===== config.mk =====
export PLATFORM = sky130hd
export DESIGN_NAME = program_counter
export DESIGN_NICKNAME = d
export VERILOG_FILES = /design/src/rtl/program_counter_pkg.sv /design/src/rtl/program_counter_return_stack.sv /design/src/rtl/program_counter.sv
export SDC_FILE = /design/constraint.sdc
export NUM_CORES = 1
export LEC_CHECK = 0
export CAP_MARGIN = 20
export CORE_MARGIN = 2
export CORE_UTILIZATION = 44
export DETAILED_ROUTE_END_ITERATION = 12
export HOLD_SLACK_MARGIN = 0.05
export PLACE_DENSITY = 0.83
export SLEW_MARGIN = 20
export SYNTH_ARGS = -nofsm -noshare
export SYNTH_HDL_FRONTEND = slang
export SYNTH_SLANG_ARGS = --single-unit

===== constraint.sdc =====
create_clock -name iClk -period 4.05 [get_ports iClk]
set_input_delay 0.81 -clock iClk [delete_from_list [all_inputs] [get_ports iClk]]
set_output_delay 0.81 -clock iClk [all_outputs]
set_load 0.1 [all_outputs]

===== src/rtl/program_counter_pkg.sv =====
// Shared definitions for the SAP-2 program counter, MAR and controller:
// command-select encoding and default address-path constants.
package program_counter_pkg;

   localparam int          PC_WIDTH      = 16;
   localparam logic [15:0] PC_RESET_ADDR = 16'h0000;

   typedef enum logic [2:0] {
      CMD_NONE = 3'd0,
      CMD_INC  = 3'd1,
      CMD_LOAD = 3'd2,
      CMD_CALL = 3'd3,
      CMD_RET  = 3'd4
   } cmd_e;

endpackage


===== src/rtl/program_counter_return_stack.sv =====
// LIFO of return addresses with occupancy pointer; pushes into a full stack
// and pops from an empty stack are ignored here and flagged by the caller.
module return_stack #(
   parameter int WIDTH = 16,
   parameter int DEPTH = 4
) (
   input  logic             clk_i,
   input  logic             rst_ni,
   input  logic             push_i,
   input  logic             pop_i,
   input  logic [WIDTH-1:0] din_i,
   output logic [WIDTH-1:0] dout_o,
   output logic             empty_o,
   output logic             full_o
);

   localparam int AW = (DEPTH > 1) ? $clog2(DEPTH) : 1;
   localparam int PW = $clog2(DEPTH + 1);

   logic [PW-1:0]    sp_q, sp_d;
   logic [WIDTH-1:0] mem_q [DEPTH];
   logic [AW-1:0]    wr_idx, rd_idx;

   assign wr_idx  = sp_q[AW-1:0];
   assign rd_idx  = wr_idx - AW'(1);
   assign empty_o = (sp_q == '0);
   assign full_o  = (sp_q == PW'(DEPTH));
   assign dout_o  = mem_q[rd_idx];

   always_comb begin
      sp_d = sp_q;
      if (push_i && !full_o) begin
         sp_d = sp_q + PW'(1);
      end else if (pop_i && !empty_o) begin
         sp_d = sp_q - PW'(1);
      end
   end

   always_ff @(posedge clk_i or negedge rst_ni) begin
      if (!rst_ni) begin
         sp_q <= '0;
      end else begin
         sp_q <= sp_d;
      end
   end

   // Entry contents are don't-care after reset, so storage carries no reset.
   always_ff @(posedge clk_i) begin
      if (push_i && !full_o) begin
         mem_q[wr_idx] <= din_i;
      end
   end

endmodule


===== src/rtl/program_counter.sv =====
// SAP-2 program counter with optional hardware return stack.
// Define PC_RET_STACK_EN to build the stack and CALL/RET semantics.
module program_counter
   import program_counter_pkg::*;
#(
   parameter int               WIDTH      = PC_WIDTH,
   parameter int               DEPTH      = 4,
   parameter logic [WIDTH-1:0] RESET_ADDR = WIDTH'(PC_RESET_ADDR)
) (
   input  logic             iClk,
   input  logic             iReset_n,
   input  logic             iInc,
   input  logic             iLoad,
   input  logic             iCall,
   input  logic             iRet,
   input  logic [WIDTH-1:0] iData,
   output logic [WIDTH-1:0] oData,
   output logic             oStackEmpty,
   output logic             oStackFull,
   output logic             oStackErr
);

`ifdef PC_RET_STACK_EN
   localparam bit STACK_EN = 1'b1;
`else
   localparam bit STACK_EN = 1'b0;
`endif

   cmd_e             cmd;
   logic [WIDTH-1:0] pc_q, pc_d;
   logic [WIDTH-1:0] stk_top;
   logic             stk_empty, stk_full;

   // Without a stack, iRet drops out of the priority chain entirely.
   always_comb begin
      cmd = CMD_NONE;
      if (iRet && STACK_EN) begin
         cmd = CMD_RET;
      end else if (iCall) begin
         cmd = CMD_CALL;
      end else if (iLoad) begin
         cmd = CMD_LOAD;
      end else if (iInc) begin
         cmd = CMD_INC;
      end
   end

   always_comb begin
      pc_d = pc_q;
      case (cmd)
         CMD_INC:  pc_d = pc_q + WIDTH'(1);
         CMD_LOAD: pc_d = iData;
         CMD_CALL: pc_d = iData;
         CMD_RET:  pc_d = stk_empty ? pc_q : stk_top;
         default:  pc_d = pc_q;
      endcase
   end

   always_ff @(posedge iClk or negedge iReset_n) begin
      if (!iReset_n) begin
         pc_q <= RESET_ADDR;
      end else begin
         pc_q <= pc_d;
      end
   end

`ifdef PC_RET_STACK_EN
   logic err_q, err_d;

   return_stack #(
      .WIDTH (WIDTH),
      .DEPTH (DEPTH)
   ) u_stack (
      .clk_i   (iClk),
      .rst_ni  (iReset_n),
      .push_i  (cmd == CMD_CALL),
      .pop_i   (cmd == CMD_RET),
      .din_i   (pc_q),
      .dout_o  (stk_top),
      .empty_o (stk_empty),
      .full_o  (stk_full)
   );

   // Sticky: overflow and underflow are only cleared by reset.
   always_comb begin
      err_d = err_q | ((cmd == CMD_CALL) && stk_full) | ((cmd == CMD_RET) && stk_empty);
   end

   always_ff @(posedge iClk or negedge iReset_n) begin
      if (!iReset_n) begin
         err_q <= 1'b0;
      end else begin
         err_q <= err_d;
      end
   end

   assign oStackErr = err_q;
`else
   assign stk_top   = '0;
   assign stk_empty = 1'b1;
   assign stk_full  = 1'b0;
   assign oStackErr = 1'b0;
`endif

   assign oData       = pc_q;
   assign oStackEmpty = stk_empty;
   assign oStackFull  = stk_full;

endmodule


# Yosys cells after proc, flatten, opt, wreduce, memory -nomap -nowiden
# Index checks and enable logic that the tools add are counted.
[classes]
n_addsub = 1
eq_ne = 3
mux = 4
n_reduce_logical = 2
[ops]
columns = ["operator", "n"]
rows = [
  ["16-bit case mux with 2 select lines", 1],
  ["16-bit by 1-bit adder with 16-bit output (second input constant)", 1],
  ["3-bit by 2-bit == test with 1-bit output (second input constant)", 2],
  ["3-bit by 1-bit == test with 1-bit output (second input constant)", 1],
  ["3-bit two-way mux", 1],
  ["2-bit two-way mux", 1],
  ["2-bit nonzero test", 1],
  ["2-bit OR reduction", 1],
  ["1-bit two-way mux", 1],
]
[totals]
reg_bits = 16
inputBits = 22
output_inout_bits = 19
elab_cells = 11

# Logic depth before layout (Yosys ltp)
# Gate-level depths: netlist of the first run.
[logic_depth]
word_depth = 6
depth_mapped = 5
ltp_nobuf = 5

# Worst setup path before layout of the first run
# Ideal clock, no wire load.
[synth_timing]
path_kind = "register to register"
start = "register pc_q[0] (netlist: oData[0])"
end = "register pc_q[14] (netlist: oData[14])"
setup_time_ns = 0.140
arrival_ns = 1.999
required_time_ns = 3.910
path_slack_ns = 1.911
path_stages_with_launch = 6
n_path_buf = 0
period_less_slack_ns = 2.139
cell_sequence = "dfrtp_1 -> ha_1 -> nand3_1 -> nor4_2 -> xnor2_1 -> a21oi_1"
[synth_via]
elab_chain_len = 2
[synth_rtl]
columns = ["item", "line", "text"]
rows = [
  ["start: declaration", "program_counter.sv:30", "logic [WIDTH-1:0] pc_q, pc_d;"],
  ["start signal: assignment", "program_counter.sv:63", "pc_q <= pc_d;"],
  ["16-bit by 1-bit adder with 16-bit output", "program_counter.sv:51", "CMD_INC: pc_d = pc_q + WIDTH'(1);"],
  ["16-bit case mux with 2 select lines", "program_counter.sv:50", "case (cmd)"],
]
# No other way between the ends.
# A chain may end at the register's enable or synchronous reset.

# Worst setup path after layout of the first run
[layout_timing]
start = "register pc_q[3] (netlist: oData[3])"
end = "output port oData[3]"
[layout_lines]
columns = ["item", "line", "text"]
rows = [
  ["end: declaration", "program_counter.sv:17", "output logic [WIDTH-1:0] oData,"],
]
# No word-level cell between the ends.

==> results.toml, run 1 <==
[status]
status = "finished clean"

[timing]
fin_crit_ns = 2.793
period_share_pct = 68.97
timing.fmax_mhz = 358.0
rsz0062_at_grt = "false"
slew_viol_final = 0
slew_headroom_pct = 35.15
setup_viol = 0
skew_ns = 0.003940
setup_tns_ns = 0
worstMarginPinSlew_ns = 0.9698
final_hold_viol_count = 0

[power]
p_comb_share_pct = 41.9
power_leakage_uw = 0.0005002
p_switching_uw = 225.7
seqPwrFrac_pct = 37.8
ir_drop_uv = 222.4
power.total_uw = 515.2
p_int_uw = 289.5
power.share.clock_pct = 20.2
power_density_nw_per_um2 = 384.8
p_sw_share_pct = 43.80

[logic_synthesis]
syn_inst = 101
avgSynthCellArea_um2 = 9.266
ys_seq_area_share_pct = 42.78
ys_ff_latch = 16
yosysWarnings = 0
synth_area_um2 = 935.9
ys_types = 21

[floorplan]
coreArea_um2 = 1982
initial_utilization_pct = 47.22
io_pins = 41
die_height_um = 50.12
die_area_um2 = 2512
die_w_um = 50.12
row_count = 16

[grt]
overflow = 0
use_met3_pct = 3.939
gr-usage-met1_pct = 21.19
grt_most_used_layer = "met2"
globalRouteTotalUtil_pct = 17.40
grtUsageMet2_pct = 29.39
grt_pass1_wl_um = 3305
grt_pass1_vias = 782
grt_max_degree = 33
antenna_found_initial = 0

[routing]
ant_nets = 0
totalWireLength_um = 1925
via_per_inst = 4.846
firstDrtPassIters = 4
wire_per_inst_um = 11.88
vias = 785
detail_route.drc_violations = 0
drt_first_iter_violations = 5

[setup_path]
cp.arrival_ns = 1.98
startpoint_type = "register"
r2r_end = "oData[14]$_DFFE_PN0P_"
cp_slowest_cell = "clkdlybuf4s50_1"
criticalPathCategory = "reg -> out"
reg2reg_depth = 5
critPathRequiredTime_ns = 3.24
r2r_start = "oData[0]$_DFFE_PN0P_"
path_delay_family = "buffers and inverters"
cpPeakStageDelay_ns = 1.19
crit_path_max_fanout = 6
path_depth = 1
cp_num_buf_inv = 1
reg2reg_slack_ns = 2.51
crit_path_end_kind = "output port"
cp_cell_sequence = "clkdlybuf4s50_1"

[finish]
layout_common_cells = "clkdlybuf4s50_1, nor2_1, dfrtp_1, a21oi_1, xnor2_1"
largest_reg_flops = 16
areaGrowthSynthToFinish_pct = 43.05
final_common_cell = "clkdlybuf4s50_1"
n_antenna_cell = 0
fin_cells = 162
drive_gt1_share_pct = 10.37
design_area_um2 = 1339
fin_nets = 159

[clocking]
ctsHoldBuffers = 0
clockBufferDepth = 2
htree_levels = 1
cts_resized = 0
cts_inserted_buffers = 3
clk_pin_slew_ns = 0.09
clk_latency_ns = 0.29
root_buffer = "clkbuf_4"
clkSinkCount = 16
cts_tree = "done"
cts_setup_buffers = 0

[hold_path]
hold_end = "oData[15]$_DFFE_PN0P_"
holdPathStages = 2
min_from = "oData[15]$_DFFE_PN0P_"
hold_path_class = "reg -> reg"

[placed_design]
place_hpwl_um = 1461
dpl_cell_area_um2 = 1297
gp_congestion = 0.7970
port_buffers = 36
post-place-cells = 158

[run]
maxCapViolations = 0
==> worst max path at each step <==
stage                     slack [ns]            startpoint                    end
after floorplan                 1.91  oData[0]$_DFFE_PN0P_  oData[14]$_DFFE_PN0P_
after global placement          1.59                 iLoad  oData[15]$_DFFE_PN0P_
after detailed placement        1.57                 iLoad  oData[15]$_DFFE_PN0P_
after CTS                       1.26  oData[3]$_DFFE_PN0P_               oData[3]
after global routing            1.21  oData[3]$_DFFE_PN0P_               oData[3]
final                           1.26  oData[3]$_DFFE_PN0P_               oData[3]
==> power by group through the flow <==
stage          Sequential (µW)  Combinational, µW  Clock [µW]
6_report                   195                216         104
2_1_floorplan              299               56.7           0
5_1_grt                    198                226         119
3_3_place_gp               197                215           0
3_5_place_dp               198                217           0
4_1_cts                    195                217         109
==> metrics by stage <==
stage          utilization, %  worst slack (ns)  hold slack [ns]
2_1_floorplan               -             1.911           0.5144
3_3_place_gp            65.47             1.593           0.5779
3_5_place_dp            65.47             1.567           0.5826
4_1_cts                 67.30             1.257           0.5958
5_1_grt                 67.55             1.209           0.6457
6_report                67.55             1.257           0.5882
==> final cells by class <==
class | count | area (µm²)
Tap cell | 27 | 33.78
Timing Repair Buffer | 36 | 360.3
Clock buffer | 4 | 36.28
Sequential cell | 16 | 400.4
Fill cell | 170 | 643.1
Multi-Input combinational cell | 77 | 500.5
Inverter | 2 | 7.507
==> cell families after synthesis <==
kind of cell               Yosys count  synth area share, %
buffers and inverters                9                4.946
and+or+nand+nor                     41                25.67
other                                2               0.8024
xor gates and xnor gates            15                14.04
adders and majority gates            1                1.337
AOI/OAI and AO/OA                   16                9.359
DFF                                 16                42.78
muxes                                1                1.070
==> metal layers <==
metal	up-vias	wire length (µm)	share of wire, %
li1	402	-	-
met1	351	814	42
met2	27	949	49
met3	5	126	6.5
met4	0	34	1.8
met5	-	0	0
==> Yosys cell counts <==
master    number  area (µm²)
a21oi_2        2       17.52
nor2_1        19       71.32
dfrtp_1       16       400.4
inv_1          2       7.510
conb_1         2       7.510
nand2_1        5       18.77
nand3_1        3       15.01
buf_4          3       22.52
mux2i_1        1       10.01
nor3_1         4       20.02
xor2_1         4       35.03
nand4_1        2       12.51
xnor2_1       11       96.34
buf_2          1       5.000
nand4_2        2       25.02
clkbuf_1       3       11.26
nand4_4        1       21.27
and3_1         1       6.260
nor4_2         4       50.05
a21oi_1       14       70.07
ha_1           1       12.51
==> worst reg2reg max path, cell delays in order (launching register included) <==
cell and delay [ns]:
dfrtp_1 0.43, ha_1 0.23, nand3_1 0.18, nor4_2 0.34, xnor2_1 0.15, a21oi_1 0.08
Power figures use the tool's default switching activity.
==> inputs of run 2 (changes only) <==
Settings changed: CORE_UTILIZATION 44 to 41, PLACE_DENSITY 0.83 to 0.78.
Clock period 4.05 ns to 2.6 ns, I/O delays scaled along.
==> run 2 against run 1 <==
  * Critical path depth up 4
  * Non-clock buffer count is 1 higher
  * Wire length is 1.1% higher
  * Via count increased by 0.38%
  * Clock power is 57% higher
==> results.toml, run 2 (synthesis gave the netlist of run 1 again) <==
[placed_design]
port_buffers = 36
post-place-cells = 160
gp_congestion = 0.7711
place_worst_setup_slack_ns = 0.4763

[clocking]
clk_pin_slew_ns = 0.09
cts_tree = "done"
cts_resized = 0
clk_latency_ns = 0.28
root_buffer = "clkbuf_4"
clkSinkCount = 16
clockBufferDepth = 2
htree_levels = 1
cts_inserted_buffers = 3
cts_setup_buffers = 0
ctsHoldBuffers = 0

[timing]
period_share_pct = 69.86
layout_setup_ws_ns = 0.7836
setup_viol = 0
skew_ns = 0.001868
fin_crit_ns = 1.816
final_hold_viol_count = 0
rsz0062_at_grt = "false"
setup_tns_ns = 0
timing.fmax_mhz = 550.6
slew_viol_final = 0
slew_headroom_pct = 52.06
worstMarginPinSlew_ns = 0.7168

[setup_path]
crit_path_max_fanout = 6
critPathRequiredTime_ns = 2.76
cp_num_buf_inv = 1
reg2reg_slack_ns = 1.04
cpPeakStageDelay_ns = 0.61
path_delay_family = "buffers and inverters"
cp_cell_sequence = "clkdlybuf4s50_1 -> nand3_1 -> nor4_2 -> xnor2_1 -> a21oi_1"
startpoint_type = "primary input"
cp.arrival_ns = 1.98
cp_slowest_cell = "clkdlybuf4s50_1"
criticalPathCategory = "in -> reg"
crit_path_end_kind = "register"

[routing]
firstDrtPassIters = 4
wire_per_inst_um = 11.87
totalWireLength_um = 1946
detail_route.drc_violations = 0
drt_first_iter_violations = 6
vias = 788
via_per_inst = 4.805
ant_nets = 0

[finish]
fin_cells = 164
multiInputGateArea_um2 = 495.5
layout_common_cells = "clkdlybuf4s50_1, nor2_1, buf_4, dfrtp_1, a21oi_1"
fin_nets = 160
drive_gt1_share_pct = 22.79
seqCellArea_um2 = 400.4
final_common_cell = "clkdlybuf4s50_1"
n_fill_cell = 208
n_antenna_cell = 0
areaGrowthSynthToFinish_pct = 39.17
fin_util_pct = 59.45
largest_reg_flops = 16

[power]
p_sw_share_pct = 44.30
power_leakage_uw = 0.0005168
p_int_uw = 443.1
power.share.clock_pct = 20.4
seqPwrFrac_pct = 38.2
power_density_nw_per_um2 = 610.7
ir_drop_uv = 285.6
p_comb_share_pct = 41.4
p_switching_uw = 352.3

[status]
status = "finished clean"

[grt]
overflow = 0
grt_max_degree = 33
grt_pass1_wl_um = 3236
grt_pass1_vias = 744
globalRouteTotalUtil_pct = 15.86
antenna_found_initial = 0

[floorplan]
io_pins = 41
coreArea_um2 = 2191
die_w_um = 51.78
die_height_um = 51.78
row_count = 17
initial_utilization_pct = 42.72
die_area_um2 = 2681

[run]
maxCapViolations = 0

[hold_path]
hold_path_class = "reg -> reg"
[run 2: changes by cell type in the layout (fill, tap and decap cells not counted)]
cell and change:
buf_4 +17, clkdlybuf4s50_1 -16, nor2_2 +1, nor2_4 -1
[run 2: area by class of cell]
class / count / area share (%)
Timing Repair Buffer: 37 / 25.17
Clock buffer: 4 / 2.786
Inverter: 2 / 0.5764
Sequential cell: 16 / 30.74
Multi-Input combinational cell: 77 / 38.04
Tap cell: 28 / 2.690
[run 2: path summary, 6_finish.rpt]
check	startpoint	endpoint	depth (start not counted)
min in group asynchronous	iReset_n	oData[14]$_DFFE_PN0P_	1
setup reg to reg	oData[0]$_DFFE_PN0P_	oData[14]$_DFFE_PN0P_	5
setup / recovery	iInc	oData[14]$_DFFE_PN0P_	5
hold / removal	oData[15]$_DFFE_PN0P_	oData[15]$_DFFE_PN0P_	2
max in group asynchronous	iReset_n	oData[3]$_DFFE_PN0P_	1
hold reg to reg	oData[15]$_DFFE_PN0P_	oData[15]$_DFFE_PN0P_	2
[run 2: metrics by stage]
| stage | cell area (µm²) | hold WS, ns | power, µW |
|---|---|---|---|
| global placement | 1266 | 0.5824 | 634.5 |
| detailed placement | 1266 | 0.5977 | 639.7 |
| finish | 1303 | 0.5980 | 795.4 |
| global route | 1303 | 0.6297 | 836.0 |
| CTS | 1303 | 0.6110 | 803.9 |
| floorplan | 939.7 | 0.2244 | 553.9 |
[run 2: worst register-to-register path: stages (launching register included)]
cell	delay, ns
dfrtp_1	0.43
ha_1	0.21
nand3_1	0.20
nor4_2	0.37
xnor2_1	0.15
a21oi_1	0.08
[run 2: per-layer routing]
metal | up-vias | track usage [%] | share of wire (%)
met5 | - | 0 | 0
met4 | 0 | 5.263 | 0.87
met3 | 2 | 3.161 | 6.7
met2 | 26 | 27.99 | 51
met1 | 354 | 19.20 | 41
li1 | 406 | - | -
[run 2: power groups by stage]
stage | combinational (µW) | sequential [µW] | clock, µW
3_5_place_dp | 331 | 309 | 0
4_1_cts | 332 | 304 | 168
5_1_grt | 346 | 309 | 181
3_3_place_gp | 327 | 307 | 0
6_report | 329 | 304 | 163
2_1_floorplan | 88.4 | 465 | 0
